--- src/rtl/clk_div_ratio_monitor.sv ---
// Measures the period of a divided clock in clk cycles, checks it against exp_n,
// and reports lock / mismatch / loss. Duty-cycle checking is built only with DUTY_CHECK_EN.
module clk_div_ratio_monitor #(
  parameter int unsigned CNT_W    = 16,
  parameter int unsigned LOCK_CNT = 4,
  parameter int unsigned TOL      = 0,
  parameter int unsigned TIMEOUT  = 1024
) (
  input  logic             clk,
  input  logic             rstn,
  input  logic             en,
  input  logic             clk_div_in,
  input  logic [CNT_W-1:0] exp_n,
  output logic [CNT_W-1:0] period,
  output logic             period_vld,
  output logic             locked,
  output logic             mismatch,
  output logic             timeout,
  output logic [CNT_W-1:0] high_time,
  output logic             duty_err
);

  localparam logic [1:0] IDLE = 2'd0;
  localparam logic [1:0] ARM  = 2'd1;
  localparam logic [1:0] MEAS = 2'd2;
  localparam logic [1:0] LOCK = 2'd3;

  localparam logic [CNT_W:0]   TOL_V     = (CNT_W+1)'(TOL);
  localparam logic [CNT_W-1:0] TIMEOUT_V = CNT_W'(TIMEOUT);
  localparam logic [3:0]       LOCK_V    = 4'(LOCK_CNT);

  logic             s1, s2, s_d;
  logic             rise;
  logic [1:0]       state;
  logic [CNT_W-1:0] cnt;
  logic [CNT_W-1:0] cnt_inc;
  logic [3:0]       match_cnt;
  logic [3:0]       mc_inc;
  logic [CNT_W:0]   diff;
  logic [CNT_W:0]   abs_diff;
  logic             match;
  logic             measuring;

  assign rise      = s2 & ~s_d;
  assign measuring = (state == MEAS) || (state == LOCK);
  assign cnt_inc   = (cnt == '1) ? cnt : cnt + 1'b1;
  assign mc_inc    = (match_cnt == 4'hF) ? match_cnt : match_cnt + 4'd1;

  // One extra bit keeps the difference signed without overflow for any cnt/exp_n pair.
  assign diff     = {1'b0, cnt} - {1'b0, exp_n};
  assign abs_diff = diff[CNT_W] ? (~diff + 1'b1) : diff;
  assign match    = (abs_diff <= TOL_V) && (exp_n >= CNT_W'(2));

  always_ff @(posedge clk or negedge rstn) begin
    if (!rstn) begin
      s1         <= 1'b0;
      s2         <= 1'b0;
      s_d        <= 1'b0;
      state      <= IDLE;
      cnt        <= '0;
      match_cnt  <= '0;
      period     <= '0;
      period_vld <= 1'b0;
      locked     <= 1'b0;
      mismatch   <= 1'b0;
      timeout    <= 1'b0;
    end else begin
      s1         <= clk_div_in;
      s2         <= s1;
      s_d        <= s2;
      period_vld <= 1'b0;
      mismatch   <= 1'b0;
      timeout    <= 1'b0;
      if (!en) begin
        state     <= IDLE;
        cnt       <= '0;
        match_cnt <= '0;
        locked    <= 1'b0;
      end else begin
        case (state)
          IDLE: begin
            state <= ARM;
            cnt   <= '0;
          end
          ARM: begin
            // Reference edge only: starts the count, no measurement.
            if (rise) begin
              cnt   <= CNT_W'(1);
              state <= MEAS;
            end else begin
              cnt <= '0;
            end
          end
          MEAS, LOCK: begin
            if (rise) begin
              period     <= cnt;
              period_vld <= 1'b1;
              cnt        <= CNT_W'(1);
              if (match) begin
                if (state == MEAS) begin
                  match_cnt <= mc_inc;
                  if (mc_inc == LOCK_V) begin
                    state  <= LOCK;
                    locked <= 1'b1;
                  end
                end
              end else begin
                mismatch  <= 1'b1;
                match_cnt <= '0;
                locked    <= 1'b0;
                state     <= MEAS;
              end
            end else if (cnt == TIMEOUT_V) begin
              timeout   <= 1'b1;
              locked    <= 1'b0;
              match_cnt <= '0;
              cnt       <= '0;
              state     <= ARM;
            end else begin
              cnt <= cnt_inc;
            end
          end
          default: state <= IDLE;
        endcase
      end
    end
  end

`ifdef DUTY_CHECK_EN
  logic             fall;
  logic [CNT_W-1:0] high_q;
  logic             duty_q;
  logic [CNT_W:0]   ddiff;
  logic [CNT_W:0]   abs_ddiff;

  assign fall = ~s2 & s_d;
  // Compare against floor(period/2) so an odd divide-by-N high phase is accepted.
  assign ddiff     = {1'b0, high_q} - {2'b00, cnt[CNT_W-1:1]};
  assign abs_ddiff = ddiff[CNT_W] ? (~ddiff + 1'b1) : ddiff;

  always_ff @(posedge clk or negedge rstn) begin
    if (!rstn) begin
      high_q <= '0;
      duty_q <= 1'b0;
    end else begin
      duty_q <= en && measuring && rise && (abs_ddiff > TOL_V);
      if (en && measuring && fall) high_q <= cnt;
    end
  end

  assign high_time = high_q;
  assign duty_err  = duty_q;
`else
  assign high_time = '0;
  assign duty_err  = 1'b0;
`endif

endmodule

--- config.mk ---
export PLATFORM = sky130hd
export DESIGN_NAME = clk_div_ratio_monitor
export DESIGN_NICKNAME = d
export VERILOG_FILES = /design/src/rtl/clk_div_ratio_monitor.sv
export SDC_FILE = /design/constraint.sdc
export NUM_CORES = 1
export LEC_CHECK = 0
export BUFFER_PORTS_ARGS = -buffer_cell sky130_fd_sc_hd__buf_4
export CORE_MARGIN = 2
export CORE_UTILIZATION = 30
export CTS_CLUSTER_DIAMETER = 200
export DETAILED_ROUTE_END_ITERATION = 7
export HOLD_SLACK_MARGIN = 0.03
export RECOVER_POWER = 25
export SLEW_MARGIN = 0
export SYNTH_ARGS = -nofsm -noshare
export SYNTH_HDL_FRONTEND = slang
export SYNTH_SLANG_ARGS = --single-unit
--- constraint.sdc ---
create_clock -name clk -period 3.8 [get_ports clk]
set_input_delay 0.19 -clock clk [delete_from_list [all_inputs] [get_ports clk]]
set_output_delay 0.19 -clock clk [all_outputs]
set_load 0.01 [all_outputs]
==> results.toml <==
[status]
status = "finished, violations left"
violations = "max-capacitance violations, max-slew violations"

[place]
port-buffer-count = 39
dp_cells = 673
hpwlAfterDp_um = 8240
dp_worst_setup_slack_ps = -168
gp_congestion = 0.843

[clock_network]
worstSkewPairLatency_ps = 280
htree_levels = 2
cts_tree = "built"
cts.sinks = 45
cts.clk_slew.worst_paths_ps = 60
cts_buffers = 5
clock_path_buffers = 2
cts_root_buffer = "clkbuf_16"

[setup_path]
r2r_slack_ps = 100
r2r_start = "cnt[0]"
ff2ff_path_depth = 16
crit_arrival_ps = 3870
start_kind = "flip-flop"
crit_start = "cnt[0]"
cp_max_fo = 4
rr_endpoint = "mismatch"
slowest_stage = "or3b_4"
path_cells = "inv_2, ha_4, inv_2, fa_2, a211oi_4, o21ai_4, a211oi_4, xor2_2, nor2b_4, or3b_4, o311a_4, a2111oi_4, buf_4, buf_4, and3_1, nor2_1"
crit_required_ps = 3970
critPathKind = "flip-flop to flip-flop"
worstSetupEndpointType = "flip-flop"
cpPeakStageDelay_ps = 410
cp-endpoint = "mismatch"

[power]
p_leak_nw = 2.15
max-vdd-ir-drop_uv = 275
p_per_area_nw_per_um2 = 231

[detailed_routing]
vias_per_cell = 5.20
wl_per_cell_um = 15.3
first_pass_iters = 5
drt-initial-drc-count = 156
vias = 3577
drc_errors = 0
wirelength_um = 10500
ant_nets = 0

[logic_synthesis]
yosysWarningCount = 0
ys_seq_elements = 45
synthCells = 439
synth_ff_type = "dfrtp_1"
async_reset_ff_frac = 1.00
ys_types = 79
synth.most_common_cell = "dfrtp_1"
synthesis.area_um2 = 3770
synth_area_per_cell_um2 = 8.58
yosysSeqAreaShare = 0.299
netlist_top_cells_count = "dfrtp_1 (45), nor2_1 (35), nand2_1 (32), a21oi_1 (28), inv_1 (26)"
synth_edf_count = 0
yosys.area.top_type = "dfrtp_1"
synthTopCellsByArea = "dfrtp_1 (30%), ha_1 (6.3%), mux2_2 (3.9%)"
synth.top_cell.area_share = 0.299

[finish]
n_antenna_cell = 0
final_layout_size_suffix_gt1_frac = 0.275
layout.cells.non_filler = 688
post-route-util = 0.397
nNetsFinal = 559
area_growth_pct = 27.8

[timing]
worst_slack_ps = 95.4
fin_crit_sh = 0.975
max_freq_mhz = 270
tightest_slew_ps = 2430
rsz0062_at_grt = "yes"
hold_viol_final = 0
clock_skew_ps = 7.78
min_period_ps = 3700
final-setup-viol-count = 0
slew_headroom = -0.623
fin_tns_setup_ps = 0
maxSlewViolCount = 46

[global_route]
overflow = 0
antenna_found_initial = 0
grt_pass1_vias = 3496
grt_pass1_wl_um = 17300
grtUsageTotal = 0.160
grt_max_degree = 46

[die]
die_area_um2 = 13500
die_y_um = 116
ios = 57
rows = 40
start_util = 0.311
core-area_um2 = 12100
die_w_um = 116

[flow_run]
drv_cap = 1

[min_path]
hold_path_class = "primary input to flip-flop"
[logic make-up (layout without fill, tap and decap cells)]
logic type                 count (synthesis)  in the layout  synth area share
AOI/OAI and AO/OA                        122            122             0.231
xor gates and xnor gates                  21             21            0.0508
adders and majority gates                 20             20            0.0684
buffers and inverters                     56            121            0.0771
DFF                                       45             45             0.299
muxes                                     15             15            0.0442
other                                      1             17          0.000996
and+or+nand+nor                          159            159             0.229
[power by group]
part           total [mW]  leakage, nW  internal, mW  switching (mW)
Clock               0.421       0.0641         0.244           0.177
Sequential          0.488        0.619         0.484         0.00424
Combinational       0.201         1.47        0.0826           0.118
Total                1.11         2.15         0.811           0.299
[final cells by class]
cell class	count	area (µm²)
clock buffer	7	133
fill	1227	7300
timing repair buffer	87	662
clock inverter	1	7.51
sequential	45	1130
inverter	26	97.6
tap	168	210
multi-input combinational	354	2580
[worst min path at each step]
stage                     start    endpoint  cells after the start
after floorplan            rstn      cnt[0]                      0
after global placement     rstn  period_vld                      1
after detailed placement   rstn  period_vld                      1
after global routing         en    state[0]                      3
after CTS                    en    state[0]                      3
final                        en    state[0]                      3
[routing by layer]
metal  vias to the layer above  routed length (µm)  track usage
met5                         -                   0            0
met4                         0                 300       0.0571
met3                        18                 527       0.0167
met2                       109                4880        0.265
met1                      1702                4800        0.218
li1                       1748                   -            -
[timing repair]
item                                    CTS  global route
pin swaps                                 4             7
setup buffers                             2             3
endpoints found under the hold margin    46             0
gates cloned                              0             0
hold buffers                              2             0
endpoints found under the setup margin    5             7
resized for setup                         5            27
[stage by stage]
stage / hold slack [ps] / power [mW] / cell area [µm²]
6_report: 198 / 1.11 / 4810
5_1_grt: 215 / 1.16 / 4810
4_1_cts: 200 / 1.10 / 4650
3_5_place_dp: 231 / 0.677 / 4450
3_3_place_gp: 221 / 0.675 / 4450
2_1_floorplan: -106 / 0.615 / 3830
[worst max-delay path: cells and delay by family, from the launching register on]
family	cells	cell delay (ps)
xor+xnor	1	190
flops	1	390
compound gates	5	1330
buf+inv	4	390
simple gates	4	790
fa+ha+maj	2	500
[sequential cells by signal (all words and copies together) (netlist names)]
signal,cells
mismatch,1
timeout,1
s_d,1
s1,1
period,16
match_cnt,4
locked,1
period_vld,1
state,2
s2,1
cnt,16
[cell usage in the layout, fill, tap and decap left out, types with 5 or more instances in the layout]
master | Yosys | routed
conb_1 | 1 | 17
nor2b_1 | 6 | 6
and3_1 | 8 | 8
nand4_1 | 9 | 9
xnor2_1 | 9 | 8
dfrtp_1 | 45 | 45
inv_1 | 26 | 24
mux2_2 | 13 | 13
nor4_1 | 8 | 8
buf_4 | 17 | 81
clkbuf_16 | 0 | 5
nor3_1 | 12 | 11
o21ai_0 | 25 | 24
xor2_1 | 11 | 10
o211ai_1 | 7 | 7
ha_1 | 19 | 18
nand3_1 | 14 | 14
a21oi_1 | 28 | 26
a21o_1 | 6 | 5
nand2_1 | 32 | 32
nor2_1 | 35 | 35
Power figures use the tool's default switching activity.
